File: config.mk
export PLATFORM = sky130hd
export DESIGN_NAME = cnnip_mem_reader_flat
export DESIGN_NICKNAME = d
export VERILOG_FILES = /design/src/rtl/cnnip_mem_if.sv /design/src/rtl/cnnip_mem_reader.sv /design/src/flat_wrapper.sv
export SDC_FILE = /design/constraint.sdc
export NUM_CORES = 1
export LEC_CHECK = 0
export BUFFER_PORTS_ARGS = -buffer_cell sky130_fd_sc_hd__buf_2
export CAP_MARGIN = 10
export CELL_PAD_IN_SITES_DETAIL_PLACEMENT = 0
export CELL_PAD_IN_SITES_GLOBAL_PLACEMENT = 2
export CORE_ASPECT_RATIO = 1.5
export CORE_MARGIN = 2
export CORE_UTILIZATION = 43
export CTS_BUF_LIST = sky130_fd_sc_hd__clkbuf_2 sky130_fd_sc_hd__clkbuf_4 sky130_fd_sc_hd__clkbuf_8
export CTS_CLUSTER_SIZE = 8
export DETAILED_ROUTE_END_ITERATION = 10
export PLACE_DENSITY_LB_ADDON = 0.1
export SLEW_MARGIN = 20
export SYNTH_ARGS = -nofsm -noshare
export SYNTH_HDL_FRONTEND = slang
export SYNTH_SLANG_ARGS = --single-unit
File: constraint.sdc
create_clock -name clk -period 7.25 [get_ports clk]
set_clock_uncertainty 0.05 [all_clocks]
set_input_delay 0.725 -clock clk [delete_from_list [all_inputs] [get_ports clk]]
set_output_delay 0.725 -clock clk [all_outputs]
set_load 0.05 [all_outputs]
File: src/rtl/cnnip_mem_if.sv
// Single-port block memory bus: registered read request out, data plus valid back
// after the memory's read latency.
interface cnnip_mem_if #(
    parameter int ADDR_WIDTH = 12,
    parameter int DATA_WIDTH = 32
);
    logic                  en;
    logic                  we;
    logic [ADDR_WIDTH-1:0] addr;
    logic [DATA_WIDTH-1:0] din;
    logic [DATA_WIDTH-1:0] dout;
    logic                  valid;

    modport master (output en, we, addr, din, input dout, valid);
    modport slave  (input en, we, addr, din, output dout, valid);
endinterface

File: src/rtl/cnnip_mem_reader.sv
// Burst read engine: issues one read per cycle under credit control and turns the
// returned words into a valid/ready stream through a small return FIFO.
module cnnip_mem_reader #(
    parameter int ADDR_WIDTH = 12,
    parameter int DATA_WIDTH = 32,
    parameter int FIFO_DEPTH = 4
) (
    input  logic                  clk,
    input  logic                  rst,
    input  logic                  start,
    input  logic [ADDR_WIDTH-1:0] base_addr,
    input  logic [ADDR_WIDTH:0]   len,
    output logic                  busy,
    output logic                  done,
    cnnip_mem_if.master           mem,
    output logic                  m_valid,
    output logic [DATA_WIDTH-1:0] m_data,
    output logic                  m_last,
    input  logic                  m_ready
);
    localparam int PW = $clog2(FIFO_DEPTH);
    localparam int CW = PW + 1;
    localparam logic [ADDR_WIDTH:0] ONE = (ADDR_WIDTH+1)'(1);

    typedef enum logic [1:0] {IDLE, ISSUE, DRAIN, DONE} state_t;
    state_t state, state_nxt;

    logic [ADDR_WIDTH-1:0] base_q;
    logic [ADDR_WIDTH:0]   len_q;
    logic [ADDR_WIDTH:0]   issue_idx;
    logic [ADDR_WIDTH:0]   out_idx;
    logic [CW-1:0]         outstanding;
    logic [CW-1:0]         fifo_count;
    logic [PW-1:0]         wr_ptr;
    logic [PW-1:0]         rd_ptr;
    logic [DATA_WIDTH-1:0] fifo_mem [FIFO_DEPTH];
    logic                  en_q;
    logic [ADDR_WIDTH-1:0] addr_q;

    logic                  start_go;
    logic                  credit_ok;
    logic                  issue_go;
    logic                  issue_last;
    logic                  push;
    logic                  pop;
    logic [ADDR_WIDTH-1:0] issue_addr;

    // In-flight reads plus buffered words never exceed the FIFO, so returns always fit.
    assign credit_ok  = ({1'b0, outstanding} + {1'b0, fifo_count}) < (CW+1)'(FIFO_DEPTH);
    assign start_go   = (state == IDLE) && start && (len != '0);
    assign issue_go   = start_go || ((state == ISSUE) && credit_ok);
    assign issue_last = start_go ? (len == ONE) : (issue_idx == len_q - ONE);
    assign issue_addr = start_go ? base_addr : base_q + issue_idx[ADDR_WIDTH-1:0];

    // Returns with nothing outstanding are leftovers from before a reset.
    assign push    = mem.valid && (outstanding != '0);
    assign m_valid = (fifo_count != '0);
    assign pop     = m_valid && m_ready;
    assign m_data  = m_valid ? fifo_mem[rd_ptr] : '0;
    assign m_last  = m_valid && (out_idx == len_q - ONE);

    assign busy     = (state != IDLE);
    assign done     = (state == DONE);
    assign mem.en   = en_q;
    assign mem.addr = addr_q;
    assign mem.we   = 1'b0;
    assign mem.din  = '0;

    always_ff @(posedge clk) begin
        if (rst) state <= IDLE;
        else     state <= state_nxt;
    end

    always_comb begin
        state_nxt = state;
        unique case (state)
            IDLE: begin
                if (start) begin
                    if (len == '0)      state_nxt = DONE;
                    else if (issue_last) state_nxt = DRAIN;
                    else                 state_nxt = ISSUE;
                end
            end
            ISSUE:   if (credit_ok && issue_last) state_nxt = DRAIN;
            DRAIN:   if (pop && m_last) state_nxt = DONE;
            DONE:    state_nxt = IDLE;
            default: state_nxt = IDLE;
        endcase
    end

    always_ff @(posedge clk) begin
        if (rst) begin
            en_q        <= 1'b0;
            addr_q      <= '0;
            base_q      <= '0;
            len_q       <= '0;
            issue_idx   <= '0;
            out_idx     <= '0;
            outstanding <= '0;
            fifo_count  <= '0;
            wr_ptr      <= '0;
            rd_ptr      <= '0;
        end else begin
            en_q <= issue_go;
            if (issue_go) addr_q <= issue_addr;
            if (start_go) begin
                base_q    <= base_addr;
                len_q     <= len;
                issue_idx <= ONE;
                out_idx   <= '0;
            end else begin
                if (issue_go) issue_idx <= issue_idx + ONE;
                if (pop)      out_idx   <= out_idx + ONE;
            end
            outstanding <= outstanding + CW'(issue_go) - CW'(push);
            fifo_count  <= fifo_count + CW'(push) - CW'(pop);
            if (push) wr_ptr <= wr_ptr + PW'(1);
            if (pop)  rd_ptr <= rd_ptr + PW'(1);
        end
    end

    always_ff @(posedge clk) begin
        if (push) fifo_mem[wr_ptr] <= mem.dout;
    end
endmodule

File: src/flat_wrapper.sv
// flat-port wrapper written by rule: the top's interface ports become plain ports
module cnnip_mem_reader_flat 
#(
    parameter int ADDR_WIDTH = 12,
    parameter int DATA_WIDTH = 32,
    parameter int FIFO_DEPTH = 4
)
  (clk, rst, start, base_addr, len, busy, done, m_valid, m_data, m_last, m_ready, mem_en, mem_we, mem_addr, mem_din, mem_dout, mem_valid);
  cnnip_mem_if #(.ADDR_WIDTH(ADDR_WIDTH), .DATA_WIDTH(DATA_WIDTH)) mem_i ();
  input  logic clk;
  input  logic rst;
  input  logic start;
  input  logic [ADDR_WIDTH-1:0] base_addr;
  input  logic [ADDR_WIDTH:0] len;
  output logic busy;
  output logic done;
  output logic m_valid;
  output logic [DATA_WIDTH-1:0] m_data;
  output logic m_last;
  input  logic m_ready;
  output wire logic [$bits(mem_i.en)-1:0] mem_en;
  output wire logic [$bits(mem_i.we)-1:0] mem_we;
  output wire logic [$bits(mem_i.addr)-1:0] mem_addr;
  output wire logic [$bits(mem_i.din)-1:0] mem_din;
  input wire logic [$bits(mem_i.dout)-1:0] mem_dout;
  input wire logic [$bits(mem_i.valid)-1:0] mem_valid;
  assign mem_en = mem_i.en;
  assign mem_we = mem_i.we;
  assign mem_addr = mem_i.addr;
  assign mem_din = mem_i.din;
  assign mem_i.dout = mem_dout;
  assign mem_i.valid = mem_valid;
  cnnip_mem_reader #(.ADDR_WIDTH(ADDR_WIDTH), .DATA_WIDTH(DATA_WIDTH), .FIFO_DEPTH(FIFO_DEPTH)) u_core (.clk(clk), .rst(rst), .start(start), .base_addr(base_addr), .len(len), .busy(busy), .done(done), .mem(mem_i), .m_valid(m_valid), .m_data(m_data), .m_last(m_last), .m_ready(m_ready));
endmodule
==> flow_summary.ini, run 1 <==
[setup_path]
critPathMaxFanout = 12
criticalPathCategory = flop to primary output
cp-start-kind = flop
crit_family = simple AND/OR/NAND/NOR gates
slowest_stage = or3b_1
end_kind = primary output
crit_arrival_ps = 3420
path_common_cell = nor4_1
crit_buf_inv = 2
slowest_delay_ps = 580
worstPathRequired_ps = 6470
cp_cell_sequence = inv_1, ha_1, or3b_1, nor4_1, o22ai_1, nor4_1, o2111ai_1, nor4b_1, buf_2

[synth]
synthTopCellsByArea = edfxtp_1 (39%), dfxtp_1 (16%), mux4_2 (7.3%), ha_1 (3.7%), nand2_1 (3.3%)
synthCells = 836
synth_seq_area_share_pct = 54.9
syn_avg_cell_area_um2 = 11.8
syn_area_mm2 = 0.00985
ys_async_sr_fraction_pct = 0
synth_edf_count = 128
yosysTopAreaCellShare_pct = 39.0
synth_seq_cells = 206
yosysWarnings = 0
ys.flop_type = edfxtp_1
yosysTopAreaCell = edfxtp_1
synth.distinct_cells = 66

[floorplanning]
num_rows = 67
die_h_um = 189
start_util_pct = 43.9
die_w_um = 128
dieArea_mm2 = 0.0242
coreArea_mm2 = 0.0225
ioPinCount = 144

[grt]
grt_pass1_vias = 6811
grt_util_met2_pct = 32.6
gr-max-usage-layer = met2
grt.total_usage_pct = 18.2
antenna_found_initial = 1
grt_pass1_wl_um = 35000
overflow = 0
use_met3_pct = 3.02
grt_max_degree = 57
met1_usage_pct = 21.4

[routing]
ant_nets = 0
drc = 0
drt-wirelength-per-cell_um = 17.4
first_pass_iters = 4
totalWireLength_um = 21800
vias = 6519
via_per_inst = 5.22
drt_iter0_drc = 381

[flow_run]
cap_violations = 0

[sta]
setup_viol = 0
post-route-period-util_pct = 57.9
max_freq_ghz = 0.238
drv_slew = 0
whs_ps = 381
worstMarginPinSlew_ps = 1010
hold_viol_final = 0
relSlewSlack_pct = 32.5
min_period_ps = 4200
rsz0062_at_grt = false
tns_ps = 0

[place]
place_area_mm2 = 0.0105
portBuffers = 110
dp_hpwl_um = 15000
finalWeightedCongestion = 0.850

[min_path]
hold_path.class = input pin to flop

[pwr]
total_leakage_power_nw = 4.28
power_density_mw_per_mm2 = 379
p_total_mw = 4.26
ir_worst_vdd_mv = 0.166

[layout]
nets = 1040
utilization_pct = 50.0
fin_area_mm2 = 0.0112
areaGrowthSynthToFinish_pct = 14.1
drive_above_1_share_pct = 23.1

[run_status]
status = completed

[cts]
cts_root_buf = clkbuf_8
clk_pin_slew_ps = 70
post-cts-setup-buffer-count = 0
clock_sinks = 206
cts_resized = 0
clk_latency_ps = 510
cts.path.max_buffers = 3
htree_levels = 2
numCtsBuffers = 34
cts_tree = done
hold_buffers = 0
## final cells by class
type,count,area [um2]
inverter,28,105
sequential,206,5410
timing repair buffer,119,618
clock buffer,58,698
fill,2044,11200
multi-input combinational,557,4040
clock inverter,4,27.5
antenna,2,5.00
tap,276,345
## logic make-up (layout without fill, tap and decap cells)
logic type | Yosys count | after routing | share of synthesized area (%)
AO/OA/AOI/OAI | 106 | 106 | 6.42
XOR/XNOR | 68 | 68 | 6.48
adder cells (fa/ha/maj) | 32 | 32 | 4.29
buffers and inverters | 105 | 209 | 5.42
flip-flops | 206 | 206 | 54.9
multiplexers | 39 | 39 | 8.06
other | 1 | 35 | 0.0381
AND/OR/NAND/NOR | 279 | 279 | 14.4
## cells in the final DEF (no fill, tap or decap), drive strengths merged, types with 4 or more instances in the layout
| cell type | Yosys | routed |
|---|---|---|
| edfxtp | 128 | 128 |
| buf | 40 | 119 |
| nand2 | 87 | 87 |
| dfxtp | 78 | 78 |
| clkbuf | 37 | 58 |
| nor2 | 51 | 51 |
| a21oi | 51 | 51 |
| and2 | 37 | 37 |
| xor2 | 35 | 35 |
| conb | 1 | 33 |
| mux4 | 32 | 32 |
| xnor2 | 30 | 30 |
| inv | 28 | 30 |
| ha | 29 | 29 |
| o21ai | 21 | 21 |
| nand3 | 17 | 17 |
| nand4 | 13 | 13 |
| nor3 | 12 | 12 |
| nor4 | 10 | 10 |
| nand2b | 8 | 8 |
| or3 | 8 | 8 |
| and3 | 7 | 7 |
| nor3b | 5 | 5 |
| a211oi | 5 | 5 |
| nor2b | 4 | 4 |
| or2 | 4 | 4 |
| nand3b | 4 | 4 |
| mux2i | 4 | 4 |
## flip-flops by register name (all words and copies together), names as in the netlist, named ones only
signal              cells
u_core.fifo_mem       128
u_core.len_q           13
u_core.base_q          12
u_core.state            2
u_core.mem.addr        12
u_core.fifo_count       3
u_core.issue_idx       13
u_core.out_idx         13
u_core.wr_ptr           2
u_core.outstanding      3
u_core.rd_ptr           2
u_core.mem.en           1
## path summary, 6_finish.rpt
| kind | startpoint | endpoint | slack, ps | cells past startpoint |
|---|---|---|---|---|
| worst max-delay path | u_core.len_q[0]$_SDFFE_PP0P_ | m_last | 3050 | 9 |
| worst min-delay path | mem_dout[2] | u_core.fifo_mem[2][2]$_DFFE_PP_ | 380 | 1 |
| worst max register to register | u_core.len_q[0]$_SDFFE_PP0P_ | u_core.state[0]$_SDFFE_PP0P_ | 3650 | 10 |
| worst min register to register | u_core.base_q[8]$_SDFFE_PP0P_ | u_core.base_q[8]$_SDFFE_PP0P_ | 410 | 2 |
## routing by layer
metal | wire [um] | vias to the layer above | share of wire (%)
li1 | - | 3162 | -
met1 | 8920 | 3139 | 41
met2 | 11200 | 169 | 52
met3 | 844 | 49 | 3.9
met4 | 808 | 0 | 3.7
met5 | 0 | - | 0
## metrics by stage
| stage | instances | setup WS (ps) |
|---|---|---|
| floorplan | 868 | 2810 |
| global placement | 1186 | 3650 |
| detailed placement | 1186 | 3550 |
| CTS | 1248 | 2950 |
| global route | 1249 | 2630 |
| finish | 1250 | 3050 |
## worst reg2reg max path: cells and delay by family (launching register included)
kind / cells / cell delay, ps
XOR/XNOR: 1 / 340
adder cells (fa/ha/maj): 1 / 230
AO/OA/AOI/OAI: 3 / 680
buffers and inverters: 1 / 100
flip-flops: 1 / 390
AND/OR/NAND/NOR: 4 / 1720
## power breakdown
group          leakage, nW  internal, mW  switching (mW)
Clock                0.392         0.609           0.452
Sequential            1.80          1.41          0.0976
Combinational         2.09         0.559            1.13
## cells in the mapped netlist (4+ instances only)
| master | number |
|---|---|
| a211oi_1 | 5 |
| a21oi_1 | 51 |
| and2_1 | 37 |
| and3_1 | 7 |
| buf_1 | 4 |
| buf_4 | 33 |
| clkbuf_1 | 37 |
| dfxtp_1 | 78 |
| edfxtp_1 | 128 |
| ha_1 | 29 |
| inv_1 | 28 |
| mux2i_1 | 4 |
| mux4_2 | 32 |
| nand2_1 | 87 |
| nand2b_1 | 8 |
| nand3_1 | 17 |
| nand3b_1 | 4 |
| nand4_1 | 13 |
| nor2_1 | 51 |
| nor2b_1 | 4 |
| nor3_1 | 12 |
| nor3b_1 | 5 |
| nor4_1 | 9 |
| o21ai_0 | 19 |
| or2_2 | 4 |
| or3_1 | 8 |
| xnor2_1 | 30 |
| xor2_1 | 35 |
Power figures use the tool's default switching activity.
==> run 2: changes to the inputs <==
--- a/config.mk
+++ b/config.mk
@@ -11,7 +11,7 @@
 export CELL_PAD_IN_SITES_GLOBAL_PLACEMENT = 2
 export CORE_ASPECT_RATIO = 1.5
 export CORE_MARGIN = 2
-export CORE_UTILIZATION = 43
+export CORE_UTILIZATION = 36
 export CTS_BUF_LIST = sky130_fd_sc_hd__clkbuf_2 sky130_fd_sc_hd__clkbuf_4 sky130_fd_sc_hd__clkbuf_8
 export CTS_CLUSTER_SIZE = 8
 export DETAILED_ROUTE_END_ITERATION = 10
==> constraint.sdc (replaced) <==
create_clock -name clk -period 3.4 [get_ports clk]
set_clock_uncertainty 0.05 [all_clocks]
set_input_delay 0.34 -clock clk [delete_from_list [all_inputs] [get_ports clk]]
set_output_delay 0.34 -clock clk [all_outputs]
set_load 0.05 [all_outputs]
==> run 2 against run 1 <==
Sequential share of layout area shrank 2.9 points. First-iteration DRC count fell by 27%. Die area is 19% higher. Clock-buffer cell count is 5 lower. Utilization decreased by 5.9 points. Register-to-register slack worse by 3300 ps. Via count increased by 4.3%. Sequential cell count unchanged. Critical path type unchanged. Largest cell class unchanged. Total power up 120%. Sequential power rose by 110%. Cell area up 6.5%.
==> flow_summary.ini, run 2 (synthesis gave the netlist of run 1 again) <==
[layout]
areaGrowthSynthToFinish_pct = 21.5
top_register = u_core.fifo_mem
layout_common_cells = edfxtp_1 (128), buf_2 (109), nand2_1 (87)
final_common_cell = edfxtp_1
largest_reg_flops = 128
drive_above_1_share_pct = 23.5
antenna_cells = 0
nets = 1106

[pwr]
seq_power_share_pct = 34.6
power_density_mw_per_mm2 = 774
ir_worst_vdd_mv = 0.456
internal_power_mw = 5.57
p_sw_share_pct = 39.9
p_clk_share_pct = 23.9
total_leakage_power_nw = 4.55
switchingPower_mw = 3.70
p_total_mw = 9.26
power_frac_comb_pct = 41.4

[setup_path]
critPathMaxFanout = 7
slowest_stage = or4_4
criticalPathCategory = flop to primary output
crit_arrival_ps = 2900
end_kind = primary output
worstPathRequired_ps = 3010
slowest_delay_ps = 540
path_common_cell = buf_4
cp_cell_sequence = buf_4, or4_4, nor4_4, buf_4, nor3b_1, nor4_1, o2111ai_1, nor4b_2, buf_4
cp-start-kind = flop

[sta]
relSlewSlack_pct = 55.4
max_freq_ghz = 0.304
min_period_ps = 3290
setup_viol = 0
worstMarginPinSlew_ps = 669
drv_slew = 0
rsz0062_at_grt = true
hold_viol_final = 0
post-route-period-util_pct = 96.8
tns_ps = 0

[grt]
grt_max_degree = 56
grt_pass1_wl_um = 37800
grt.total_usage_pct = 16.7
grt_pass1_vias = 7118
antenna_found_initial = 0
overflow = 0

[cts]
htree_levels = 2
numCtsBuffers = 35
clk_latency_ps = 540
clock_sinks = 206
cts_root_buf = clkbuf_8
clk_pin_slew_ps = 60
cts.path.max_buffers = 3
cts_tree = done

[routing]
drc = 0
first_pass_iters = 6
totalWireLength_um = 24000
drt_iter0_drc = 277
drt-wirelength-per-cell_um = 17.4
vias = 6799
via_per_inst = 4.93
ant_nets = 0

[floorplanning]
die_w_um = 139
die_h_um = 207
ioPinCount = 144
start_util_pct = 36.3
coreArea_mm2 = 0.0271
dieArea_mm2 = 0.0287
num_rows = 74

[place]
dp_hpwl_um = 16200
finalWeightedCongestion = 0.798
portBuffers = 110

[flow_run]
cap_violations = 0

[min_path]
hold_path.class = input pin to flop

[run_status]
status = completed
[run 2: changes by cell type in the layout (fill, tap and decap cells not counted), sizes merged]
| cell | change |
|---|---|
| diode | -2 |
| clkbuf | -5 |
| inv | +1 |
| dlygate4sd3 | +51 |
| clkinv | +3 |
| buf | +14 |
[run 2: final cells by class]
cell class | instances | area, um2
clock inverter | 8 | 47.5
tap | 342 | 428
sequential | 206 | 5410
multi-input combinational | 557 | 4080
inverter | 28 | 108
clock buffer | 53 | 648
timing repair buffer | 184 | 1240
fill | 2614 | 15200
[run 2: final timing paths]
| check | startpoint | end | slack (ps) | depth (start not counted) |
|---|---|---|---|---|
| worst max register to register | u_core.len_q[0]$_SDFFE_PP0P_ | u_core.state[0]$_SDFFE_PP0P_ | 310 | 10 |
| worst max-delay path | u_core.len_q[0]$_SDFFE_PP0P_ | m_last | 110 | 9 |
| worst min register to register | u_core.base_q[10]$_SDFFE_PP0P_ | u_core.base_q[10]$_SDFFE_PP0P_ | 410 | 2 |
| worst min-delay path | base_addr[2] | u_core.base_q[2]$_SDFFE_PP0P_ | 50 | 3 |
[run 2: power by group through the flow]
stage | clock network (mW) | logic (mW) | registers [mW]
after detailed placement | 0 | 3.77 | 3.26
after global placement | 0 | 3.72 | 3.24
final | 2.22 | 3.84 | 3.21
after CTS | 2.31 | 3.91 | 3.21
after global routing | 2.41 | 4.17 | 3.25
after floorplan | 0 | 2.81 | 3.31
[run 2: per-layer routing]
metal,part of all wire (%),up-vias,GRT usage [%]
met1,38,3305,18.3
met2,56,166,32.5
li1,-,3285,-
met5,0,-,0
met4,2.6,0,5.95
met3,4.0,43,2.98
[run 2: worst max-delay path, delay by kind of cell, from the launching register on]
kind            cells  cell delay (ps)
compound gates      1              160
buf+inv             3              570
simple gates        5             1300
flops               1              320
[run 2: timing repair]
item	CTS	global route
gates resized for setup	12	3
setup endpoints to repair	1	1
endpoints found under the hold margin	153	0
hold buffers	51	0
pin swaps	6	3
setup buffers	5	0
[run 2: stage by stage]
stage	instances	worst slack, ps	utilization, %	hold WS, ps	instance area, um2
after floorplan	868	21.1	-	389	9980
after global placement	1261	363	39.3	399	10700
after CTS	1378	6.75	44.1	3.96	12000
final	1378	110	44.1	48.4	12000
after global routing	1378	-5.53	44.1	21.0	12000
after detailed placement	1261	307	39.3	407	10700
==> run 3: changes to the inputs <==
==> constraint.sdc (replaced) <==
create_clock -name clk -period 2.87 [get_ports clk]
set_clock_uncertainty 0.05 [all_clocks]
set_input_delay 0.287 -clock clk [delete_from_list [all_inputs] [get_ports clk]]
set_output_delay 0.287 -clock clk [all_outputs]
set_load 0.05 [all_outputs]
==> run 3 against run 2 <==
The flow now finishes with violations (setup timing). Critical path depth is 1 higher. Global-route usage increased by 0.065 points. Largest cell class unchanged. Die area is the same. Wire length fell by 0.42%. Clock-buffer cell count decreased by 2. Sequential power increased by 17%.
==> flow_summary.ini, run 3 (synthesis gave the netlist of run 1 again) <==
[cts]
clk_pin_slew_ps = 60
clk_latency_ps = 520
clock_sinks = 206
numCtsBuffers = 34
htree_levels = 2
cts.path.max_buffers = 3
cts_tree = done
cts_root_buf = clkbuf_8

[pwr]
seq_power_share_pct = 33.2
internal_power_mw = 6.86
power_frac_comb_pct = 43.4
p_clk_share_pct = 23.3
total_leakage_power_nw = 4.78
power_density_mw_per_mm2 = 910
ir_worst_vdd_mv = 0.565
switchingPower_mw = 4.40
p_sw_share_pct = 39.1

[setup_path]
end_kind = primary output
critPathMaxFanout = 11
criticalPathCategory = flop to primary output
timing.rr.start = u_core.len_q[1]$_SDFFE_PP0P_
timing.rr.end = u_core.state[0]$_SDFFE_PP0P_
slowest_stage = or3b_4
crit_buf_inv = 3
crit_arrival_ps = 2860
cp-start-kind = flop
worstPathRequired_ps = 2530
rrSetupSlack_ps = 40
path_common_cell = nor4_4
cp_cell_sequence = inv_1, ha_4, or3b_4, buf_6, nor4_4, o22ai_1, nor4_4, o2111ai_2, nor4b_4, buf_12
worstRegToRegCells = 11
crit_family = simple AND/OR/NAND/NOR gates
slowest_delay_ps = 380

[layout]
largest_reg_flops = 128
antenna_cells = 0
top_register = u_core.fifo_mem
fin_cells = 1416
final_common_cell = edfxtp_1
nFillCells = 2547
layout_common_cells = edfxtp_1 (128), buf_2 (109), nand2_1 (87)
drive_above_1_share_pct = 26.3
nets = 1147
areaGrowthSynthToFinish_pct = 25.6

[run_status]
violations = setup timing
status = complete, but fails checks

[grt]
antenna_found_initial = 0
grt_pass1_vias = 7327
overflow = 0
grt_max_degree = 56
grt.total_usage_pct = 16.8
grt_pass1_wl_um = 38000

[min_path]
holdPathEnd = u_core.wr_ptr[0]$_SDFFE_PP0P_
hold_path.class = input pin to flop
hold_depth = 4
hold_start = mem_valid

[floorplanning]
die_h_um = 207
dieArea_mm2 = 0.0287
num_rows = 74
start_util_pct = 36.3
coreArea_mm2 = 0.0271
ioPinCount = 144
die_w_um = 139

[routing]
vias = 6910
wl_met3_um = 892
wl_met2_um = 13300
drc = 0
first_pass_iters = 4
ant_nets = 0
drt-wirelength-per-cell_um = 16.9
via_per_inst = 4.88
drt_iter0_drc = 225
routed.top_layer = met4
met1_length_um = 9080
totalWireLength_um = 23900

[place]
finalWeightedCongestion = 0.844
portBuffers = 110
place_inst = 1298
dp_hpwl_um = 16800

[sta]
worst_slack_ps = -322
setup_viol = 1
max_freq_ghz = 0.313
drv_slew = 0
rsz0062_at_grt = true
post-route-period-util_pct = 111
min_period_ps = 3190
relSlewSlack_pct = 58.6
worstMarginPinSlew_ps = 616
tns_ps = -322
hold_viol_final = 0

[flow_run]
cap_violations = 0
[run 3: stage by stage]
stage	power [mW]	utilization (%)	area, um2	hold slack, ps	setup WS (ps)
detailed placement	8.63	40.6	11000	405	-67.6
finish	11.3	45.6	12400	275	-322
global placement	8.57	40.6	11000	401	19.1
global route	11.9	45.6	12400	311	-477
CTS	11.4	45.5	12400	257	-396
floorplan	7.29	-	10000	336	-23.2
[run 3: power by group through the flow]
stage	logic (mW)	registers, mW	clock network, mW
floorplan	3.37	3.92	0
global placement	4.78	3.79	0
detailed placement	4.82	3.81	0
CTS	4.96	3.75	2.73
global route	5.30	3.78	2.84
finish	4.89	3.74	2.63
[run 3: layer usage]
| metal | GRT usage (%) | vias to the layer above |
|---|---|---|
| met1 | 17.8 | 3342 |
| met4 | 6.39 | 0 |
| li1 | - | 3372 |
| met5 | 0 | - |
| met3 | 2.65 | 40 |
| met2 | 33.3 | 156 |
[run 3: how the worst max path moves through the flow]
stage                                             from                           end  cells past startpoint
after floorplan           u_core.len_q[0]$_SDFFE_PP0P_                        m_last                      8
after detailed placement  u_core.len_q[0]$_SDFFE_PP0P_  u_core.state[0]$_SDFFE_PP0P_                     10
after global routing      u_core.len_q[1]$_SDFFE_PP0P_                        m_last                     10
after global placement    u_core.len_q[0]$_SDFFE_PP0P_  u_core.state[0]$_SDFFE_PP0P_                     10
final                     u_core.len_q[1]$_SDFFE_PP0P_                        m_last                     10
after CTS                 u_core.len_q[1]$_SDFFE_PP0P_                        m_last                      8
[run 3: area by class of cell]
class	count	area [um2]	area share, %
multi-input cells	557	4130	33.3
clock buffers	51	633	5.12
clock inverters	6	61.3	0.496
flip-flops and latches	206	5410	43.7
well taps	342	428	3.46
repair buffers	226	1610	13.0
inverters	28	105	0.849
[run 3: timing repair]
action / CTS / global route
resized for setup: 7 / 7
endpoints found under the hold margin: 162 / 0
setup endpoints to repair: 2 / 3
cloned: 0 / 0
pin swaps: 11 / 6
setup buffers: 4 / 0
hold buffers: 57 / 0
[run 3: worst register-to-register path, stage by stage (launching register included)]
cell,delay [ps]
dfxtp_2,330
or4_4,550
nor4_4,210
buf_4,180
buf_4,100
nor3b_1,40
a2111oi_1,360
buf_4,180
and4b_1,210
a21oi_1,60
or3_1,370
a21oi_1,140
